File: config.mk
export PLATFORM = sky130hd
export DESIGN_NAME = led_bank_arbiter_flat
export DESIGN_NICKNAME = d
export VERILOG_FILES = /design/src/rtl/led_bank_arbiter_if.sv /design/src/rtl/led_bank_arbiter.sv /design/src/flat_wrapper.sv
export SDC_FILE = /design/constraint.sdc
export NUM_CORES = 1
export LEC_CHECK = 0
export ABC_AREA = 1
export BUFFER_PORTS_ARGS = -buffer_cell sky130_fd_sc_hd__buf_4
export CAP_MARGIN = 10
export CORE_ASPECT_RATIO = 1.5
export CORE_MARGIN = 2
export CORE_UTILIZATION = 54
export CTS_BUF_LIST = sky130_fd_sc_hd__clkbuf_4
export CTS_CLUSTER_SIZE = 16
export DETAILED_ROUTE_END_ITERATION = 8
export GPL_TIMING_DRIVEN = 0
export HOLD_SLACK_MARGIN = 0.08
export PLACE_DENSITY = 0.79
export SLEW_MARGIN = 15
export SYNTH_ARGS = -nofsm -noshare
export SYNTH_HDL_FRONTEND = slang
export SYNTH_SLANG_ARGS = --single-unit
export TNS_END_PERCENT = 5
File: constraint.sdc
create_clock -name clk -period 2.4 [get_ports clk]
set_input_delay 0.12 -clock clk [delete_from_list [all_inputs] [get_ports clk]]
set_output_delay 0.12 -clock clk [all_outputs]
set_load 0.1 [all_outputs]
File: src/rtl/led_bank_arbiter_if.sv
// Requester/arbiter bundle for the shared LED bank.
// Handshake: each requester holds req high for as long as it wants the bank. gnt (one-hot or zero) marks the owner, and the owner keeps the bank until its slice expires or it drops req.
interface led_bank_arbiter_if #(
  parameter int N_REQ = 4,
  parameter int DW    = 16
);
  localparam int IW = (N_REQ > 1) ? $clog2(N_REQ) : 1;

  logic [N_REQ-1:0]    req;
  logic [N_REQ*DW-1:0] req_data;
  logic [N_REQ-1:0]    gnt;
  logic [DW-1:0]       led;
  logic                owner_valid;
  logic [IW-1:0]       owner_id;
  logic                slice_done;
  logic                arb_state;

  modport master (
    output req, req_data,
    input  gnt, led, owner_valid, owner_id, slice_done, arb_state
  );
  modport slave (
    input  req, req_data,
    output gnt, led, owner_valid, owner_id, slice_done, arb_state
  );
endinterface

File: src/rtl/led_bank_arbiter.sv
// Time-sliced round-robin owner of the LED bank; each owner keeps it for 2**LOG2HOLD clocks or until release.
// Optional macro LED_BANK_ARBITER_PREEMPT_EN: requester 0 preempts any other owner.
module led_bank_arbiter #(
  parameter int N_REQ    = 4,
  parameter int DW       = 16,
  parameter int LOG2HOLD = 22,
  parameter logic [DW-1:0] IDLE_PATTERN = '0
) (
  input  logic clk,
  input  logic rst_n,
  led_bank_arbiter_if.slave bus
);
  localparam int IW = (N_REQ > 1) ? $clog2(N_REQ) : 1;

  typedef enum logic {IDLE = 1'b0, OWN = 1'b1} state_t;

  state_t              state;
  logic [IW-1:0]       ptr;
  logic [IW-1:0]       owner;
  logic [IW-1:0]       next_ptr;
  logic [LOG2HOLD-1:0] cnt;
  logic                owner_req;
  logic [DW-1:0]       owner_data;
  logic                found_ptr, found_next;
  logic [IW-1:0]       win_ptr, win_next;

  // First set request scanning start, start+1, ... (mod N_REQ); MSB flags a hit.
  function automatic logic [IW:0] pick(input logic [N_REQ-1:0] r, input logic [IW-1:0] start);
    logic [IW:0] res;
    int          idx;
    res = '0;
    for (int k = N_REQ - 1; k >= 0; k--) begin
      idx = (int'(start) + k) % N_REQ;
      if (r[idx]) res = {1'b1, IW'(idx)};
    end
    return res;
  endfunction

  always_comb begin
    owner_req  = 1'b0;
    owner_data = '0;
    for (int i = 0; i < N_REQ; i++) begin
      if (owner == IW'(i)) begin
        owner_req  = bus.req[i];
        owner_data = bus.req_data[i*DW +: DW];
      end
    end
    next_ptr = (owner == IW'(N_REQ - 1)) ? '0 : owner + IW'(1);
    {found_ptr, win_ptr}   = pick(bus.req, ptr);
    {found_next, win_next} = pick(bus.req, next_ptr);
  end

  always_ff @(posedge clk or negedge rst_n) begin
    if (!rst_n) begin
      state           <= IDLE;
      ptr             <= '0;
      owner           <= '0;
      cnt             <= '0;
      bus.gnt         <= '0;
      bus.led         <= IDLE_PATTERN;
      bus.owner_valid <= 1'b0;
      bus.slice_done  <= 1'b0;
    end else begin
      bus.slice_done <= 1'b0;
      case (state)
        IDLE: begin
          bus.led <= IDLE_PATTERN;
          if (found_ptr) begin
            state           <= OWN;
            owner           <= win_ptr;
            bus.gnt         <= N_REQ'(1) << win_ptr;
            bus.owner_valid <= 1'b1;
            cnt             <= '0;
          end
        end
        OWN: begin
          bus.led <= owner_data;
          if (!owner_req) begin
            // Release beats timeout: hand off without a pulse, or fall back to idle.
            ptr <= next_ptr;
            cnt <= '0;
            if (found_next) begin
              owner   <= win_next;
              bus.gnt <= N_REQ'(1) << win_next;
            end else begin
              state           <= IDLE;
              owner           <= '0;
              bus.gnt         <= '0;
              bus.owner_valid <= 1'b0;
              bus.led         <= IDLE_PATTERN;
            end
          end
`ifdef LED_BANK_ARBITER_PREEMPT_EN
          else if (owner != '0 && bus.req[0]) begin
            owner   <= '0;
            bus.gnt <= N_REQ'(1);
            cnt     <= '0;
          end
`endif
          else if (cnt == '1) begin
            // Owner still requesting, so win_next always finds a winner (possibly itself).
            bus.slice_done <= 1'b1;
            ptr            <= next_ptr;
            owner          <= win_next;
            bus.gnt        <= N_REQ'(1) << win_next;
            cnt            <= '0;
          end else begin
            cnt <= cnt + LOG2HOLD'(1);
          end
        end
        default: state <= IDLE;
      endcase
    end
  end

  assign bus.owner_id  = owner;
  assign bus.arb_state = (state == OWN);
endmodule

File: src/flat_wrapper.sv
// flat-port wrapper written by rule: the top's interface ports become plain ports
module led_bank_arbiter_flat 
#(
  parameter int N_REQ    = 4,
  parameter int DW       = 16,
  parameter int LOG2HOLD = 22,
  parameter logic [DW-1:0] IDLE_PATTERN = '0
)
  (clk, rst_n, bus_req, bus_req_data, bus_gnt, bus_led, bus_owner_valid, bus_owner_id, bus_slice_done, bus_arb_state);
  led_bank_arbiter_if #(.N_REQ(N_REQ), .DW(DW)) bus_i ();
  input  logic clk;
  input  logic rst_n;
  input wire logic [$bits(bus_i.req)-1:0] bus_req;
  input wire logic [$bits(bus_i.req_data)-1:0] bus_req_data;
  output wire logic [$bits(bus_i.gnt)-1:0] bus_gnt;
  output wire logic [$bits(bus_i.led)-1:0] bus_led;
  output wire logic [$bits(bus_i.owner_valid)-1:0] bus_owner_valid;
  output wire logic [$bits(bus_i.owner_id)-1:0] bus_owner_id;
  output wire logic [$bits(bus_i.slice_done)-1:0] bus_slice_done;
  output wire logic [$bits(bus_i.arb_state)-1:0] bus_arb_state;
  assign bus_i.req = bus_req;
  assign bus_i.req_data = bus_req_data;
  assign bus_gnt = bus_i.gnt;
  assign bus_led = bus_i.led;
  assign bus_owner_valid = bus_i.owner_valid;
  assign bus_owner_id = bus_i.owner_id;
  assign bus_slice_done = bus_i.slice_done;
  assign bus_arb_state = bus_i.arb_state;
  led_bank_arbiter #(.N_REQ(N_REQ), .DW(DW), .LOG2HOLD(LOG2HOLD), .IDLE_PATTERN(IDLE_PATTERN)) u_core (.clk(clk), .rst_n(rst_n), .bus(bus_i));
endmodule
==> run summary <==
Power comes to 5904 uW. In the final layout, the multi-input gates occupy 1877 sq um. The worst setup path is launched from a register. The run gives 0.36 ns as the latest clock arrival within the worst-skew pair.

Number of nets in the layout: 677. The proportion of layout cells with a drive suffix above 1 was 24.88%; the DRC violations left was 0. The number of clock buffers added by TritonCTS is 5. The number of pins with negative max-slew slack in the final report came out at 0. The number of hold-slack violations in the final timing report was 0; the count of boundary I/O pins was 95. For this run, the top clock speed supported by timing is 445.2 MHz. Global routing used 31.94% of the available tracks.

Once detailed placement completed, the half-perimeter wirelength came to 7841 um. The largest total area in the synthesized netlist belongs to dfrtp_1. In the post-synthesis netlist, the biggest area contributors are dfrtp_1 37%, nand2_1 15%, nand3_1 7.5%.

Across all layers, the routed design uses 3869 vias. The logs give 2.66 ns for the data required time of the worst path and 1229 sq um for the sequential cell area. The run gives 35 as the total number of placement rows. For the maximum number of pins on one net before global-route repair, the log shows 50. Yosys mapped the design onto 40 distinct sky130hd cell types. For this run the aggregate overflow at the end of global routing stands at 0. A synthesized cell averages 7.191 sq um. The run gives 490 as the number of filler instances in the final layout. The top cell type's share of synthesized area was 36.51%. The analysis attributes to cell leakage a power of 0.002209 uW. The share of the clock period used by the worst path is 93.60%. The synthesized netlist devotes 17.36% of its cell area to compound gates.

The worst clock skew was 0.009517 ns; the shortest clock period the worst path allows after layout was 2.246 ns. After detailed routing, the number of vias per cell comes to 5.715. For this design, the slowest cell found on the critical path is dfrtp_2.

The synthesized-area fraction occupied by and/or/nand/nor cells was 35.36%. Power spread over the standard cell area amounts to 1296 nW/um^2. After synthesis, the share of cell area in mux cells is 0%. The post-route met1 wirelength is 3811 um, and the average routed wire per standard cell is 15.71 um.

The run finished with clean final reports. For this run, the slowest stage of the critical path takes 0.46 ns. The number of buffer and inverter stages on the critical path is 6, and the global placer's final weighted congestion is 0.9009. The cell area that synthesis handed to floorplanning was 3358 sq um. The critical path start-end classification is register to register.

In this run the tightest slew margin relative to its limit is 58.09%. The tools report the synthesized instance count as 467. The area share of fa/ha/maj cells after synthesis works out to 1.863%. After synthesis, the largest family of logic cells by area is simple AND/OR/NAND/NOR gates. The worst setup path is captured at a register. The number of antenna violations at the first check in global routing was 0. The port buffer count works out to 94. Among the stages of the critical path, the cell type that occurs most often is inv_2. For the number of setup violations in the final report, the log shows 0.

Once the floorplan was initialized, standard cells occupied 55.17% of the core. The critical path data arrival time was 2.51 ns; the number of nets still failing antenna checks after routing was 0. The largest fanout on the critical path came out at 10. Most frequent standard cell in the layout excluding fill and tap cells: nand2_1. The first global-routing pass estimated 16700 um of wire.

The antenna cell count is 0, and the die boundary height is 100.6 um. The routed design uses 527 um of met3 wire. The tree is rooted in a clkbuf_4. Setup repair after global routing left no endpoint under its margin. The class of the tightest hold or removal check was input pin to register. The highest metal layer carrying signal wires in the routed design is met4. The first detailed-routing pass took 5 iterations. For this run, the number of Yosys warnings is 0. In this run the number of H-tree levels came out at 2.

The share of synthesized area occupied by flip-flops and latches is 36.51%, and the transition time at the pin with the least slew margin is 0.6287 ns. Synthesis produced a netlist with a net count of 542. Post-route non-filler standard cell count: 677.

Core outline area: 6087 sq um. The width of the chip came out at 68.39 um. TritonCTS built the clock tree. After Yosys synthesis, XOR and XNOR cells account for 1.304% of the synthesized area.

The signal on the critical path passes through inv_1 -> ha_1 -> buf_2 -> inv_2 -> o211ai_1 -> a22oi_2 -> inv_2 -> nand2_2 -> inv_2 -> buf_6 -> nand4_1 -> o21ai_1. In the layout the commonest cells are 136 x nand2_1, 98 x buf_4, 50 x nand3_1. The final wirelength is 10640 um, and the met2 routed wirelength is 5851 um.

The via count of the first global-routing pass was 3707. Max-cap violations in this run came to 0. The violation count after the first detailed-routing iteration was 284. The clock input transition at the sequential cells of the worst setup and hold paths works out to 0.14 ns. Summed over all failing endpoints, the final setup total negative slack is 0 ns. The worst vdd rail ir drop is 0.001131 V. The post-synthesis register bit count was 49. The clock drives 49 sinks. Grouping stages by cell kind, the critical path spends the most delay in buffers and inverters. The die covers 6879 sq um. The worst-case clock buffer depth is 2. The run gives 635 as the cell count after placement. Compared with the post-synthesis result, the final layout area differs by 35.66%.
worst register-to-register path: cells and delay by family, from the launching register on:
family,cells,cell delay (ns)
adders and majority gates,1,0.20
AOI/OAI and AO/OA,3,0.49
buffers and inverters,6,0.80
and+or+nand+nor,2,0.20
DFF,1,0.46
cell type report:
class | instances | share of cell area, %
multi-input combinational | 356 | 41.20
timing repair buffer | 128 | 22.85
tap | 74 | 2.032
inverter | 43 | 3.543
buffer | 19 | 2.087
clock buffer | 7 | 1.154
sequential | 49 | 26.97
clock inverter | 1 | 0.1648
cell families after synthesis:
family          after synthesis
fa+ha+maj                     5
flops                        49
xor+xnor                      5
compound gates               99
simple gates                247
buf+inv                      62
registers in the layout, indices dropped and copies added, names as in the netlist:
name	count
u_core.bus.owner_id	2
u_core.cnt	22
u_core.ptr	2
u_core.bus.led	16
u_core.bus.arb_state	1
u_core.bus.gnt	4
u_core.bus.slice_done	1
u_core.bus.owner_valid	1
synthesized netlist by cell type, drive strengths merged:
| cell | instances |
|---|---|
| nand2 | 143 |
| nand3 | 51 |
| dfrtp | 49 |
| inv | 43 |
| a21oi | 41 |
| o21ai | 31 |
| nand4 | 21 |
| nor2 | 19 |
| o211ai | 19 |
| buf | 10 |
| clkbuf | 9 |
| nor3 | 8 |
| ha | 5 |
| xor2 | 3 |
| nand3b | 2 |
| nor4 | 2 |
| o32ai | 2 |
| xnor2 | 2 |
| a21boi | 1 |
| a22oi | 1 |
| a31oi | 1 |
| o2111ai | 1 |
| o21bai | 1 |
| o41ai | 1 |
| or2 | 1 |
path summary, 6_finish.rpt:
kind,end,cells after the start,startpoint,slack (ns)
setup / recovery,u_core.cnt[20],12,u_core.bus.owner_id[0],0.15
hold reg to reg,u_core.bus.gnt[0],2,u_core.bus.gnt[0],0.53
min in group asynchronous,u_core.cnt[15],2,rst_n,0.30
max in group asynchronous,u_core.bus.owner_id[1],2,rst_n,1.66
setup reg to reg,u_core.cnt[20],12,u_core.bus.owner_id[0],0.15
hold / removal,u_core.bus.led[7],3,bus_req_data[39],0.09
routing by layer:
| layer | up-vias | GRT usage, % |
|---|---|---|
| li1 | 1861 | - |
| met1 | 1800 | 33.86 |
| met4 | 0 | 17.08 |
| met5 | - | 0 |
| met2 | 169 | 58.14 |
| met3 | 39 | 4.469 |
through the flow:
step                      cell area (sq um)  utilization (%)  worst slack [ns]  hold WS, ns
after floorplan                        3361                -           0.09263      -0.1756
after global placement                 4159            68.32            0.1001       0.1786
after detailed placement               4159            68.32           0.04758       0.1815
after CTS                              4539            74.57           0.03587      0.08332
after global routing                   4556            74.84           0.02310       0.1242
final                                  4556            74.84            0.1536      0.09407
report_power, final:
group	internal (uW)	total [uW]	switching, uW
logic	1260	4340	3080
clock network	139	408	269
registers	1050	1160	107
what timing repair did:
action,in CTS,in global routing
hold buffers,32,0
endpoints found under the hold margin,65,0
buffers inserted,0,2
endpoints found under the setup margin,0,16
gates resized for setup,0,2
Note: power is estimated with default switching activity, not from simulation.
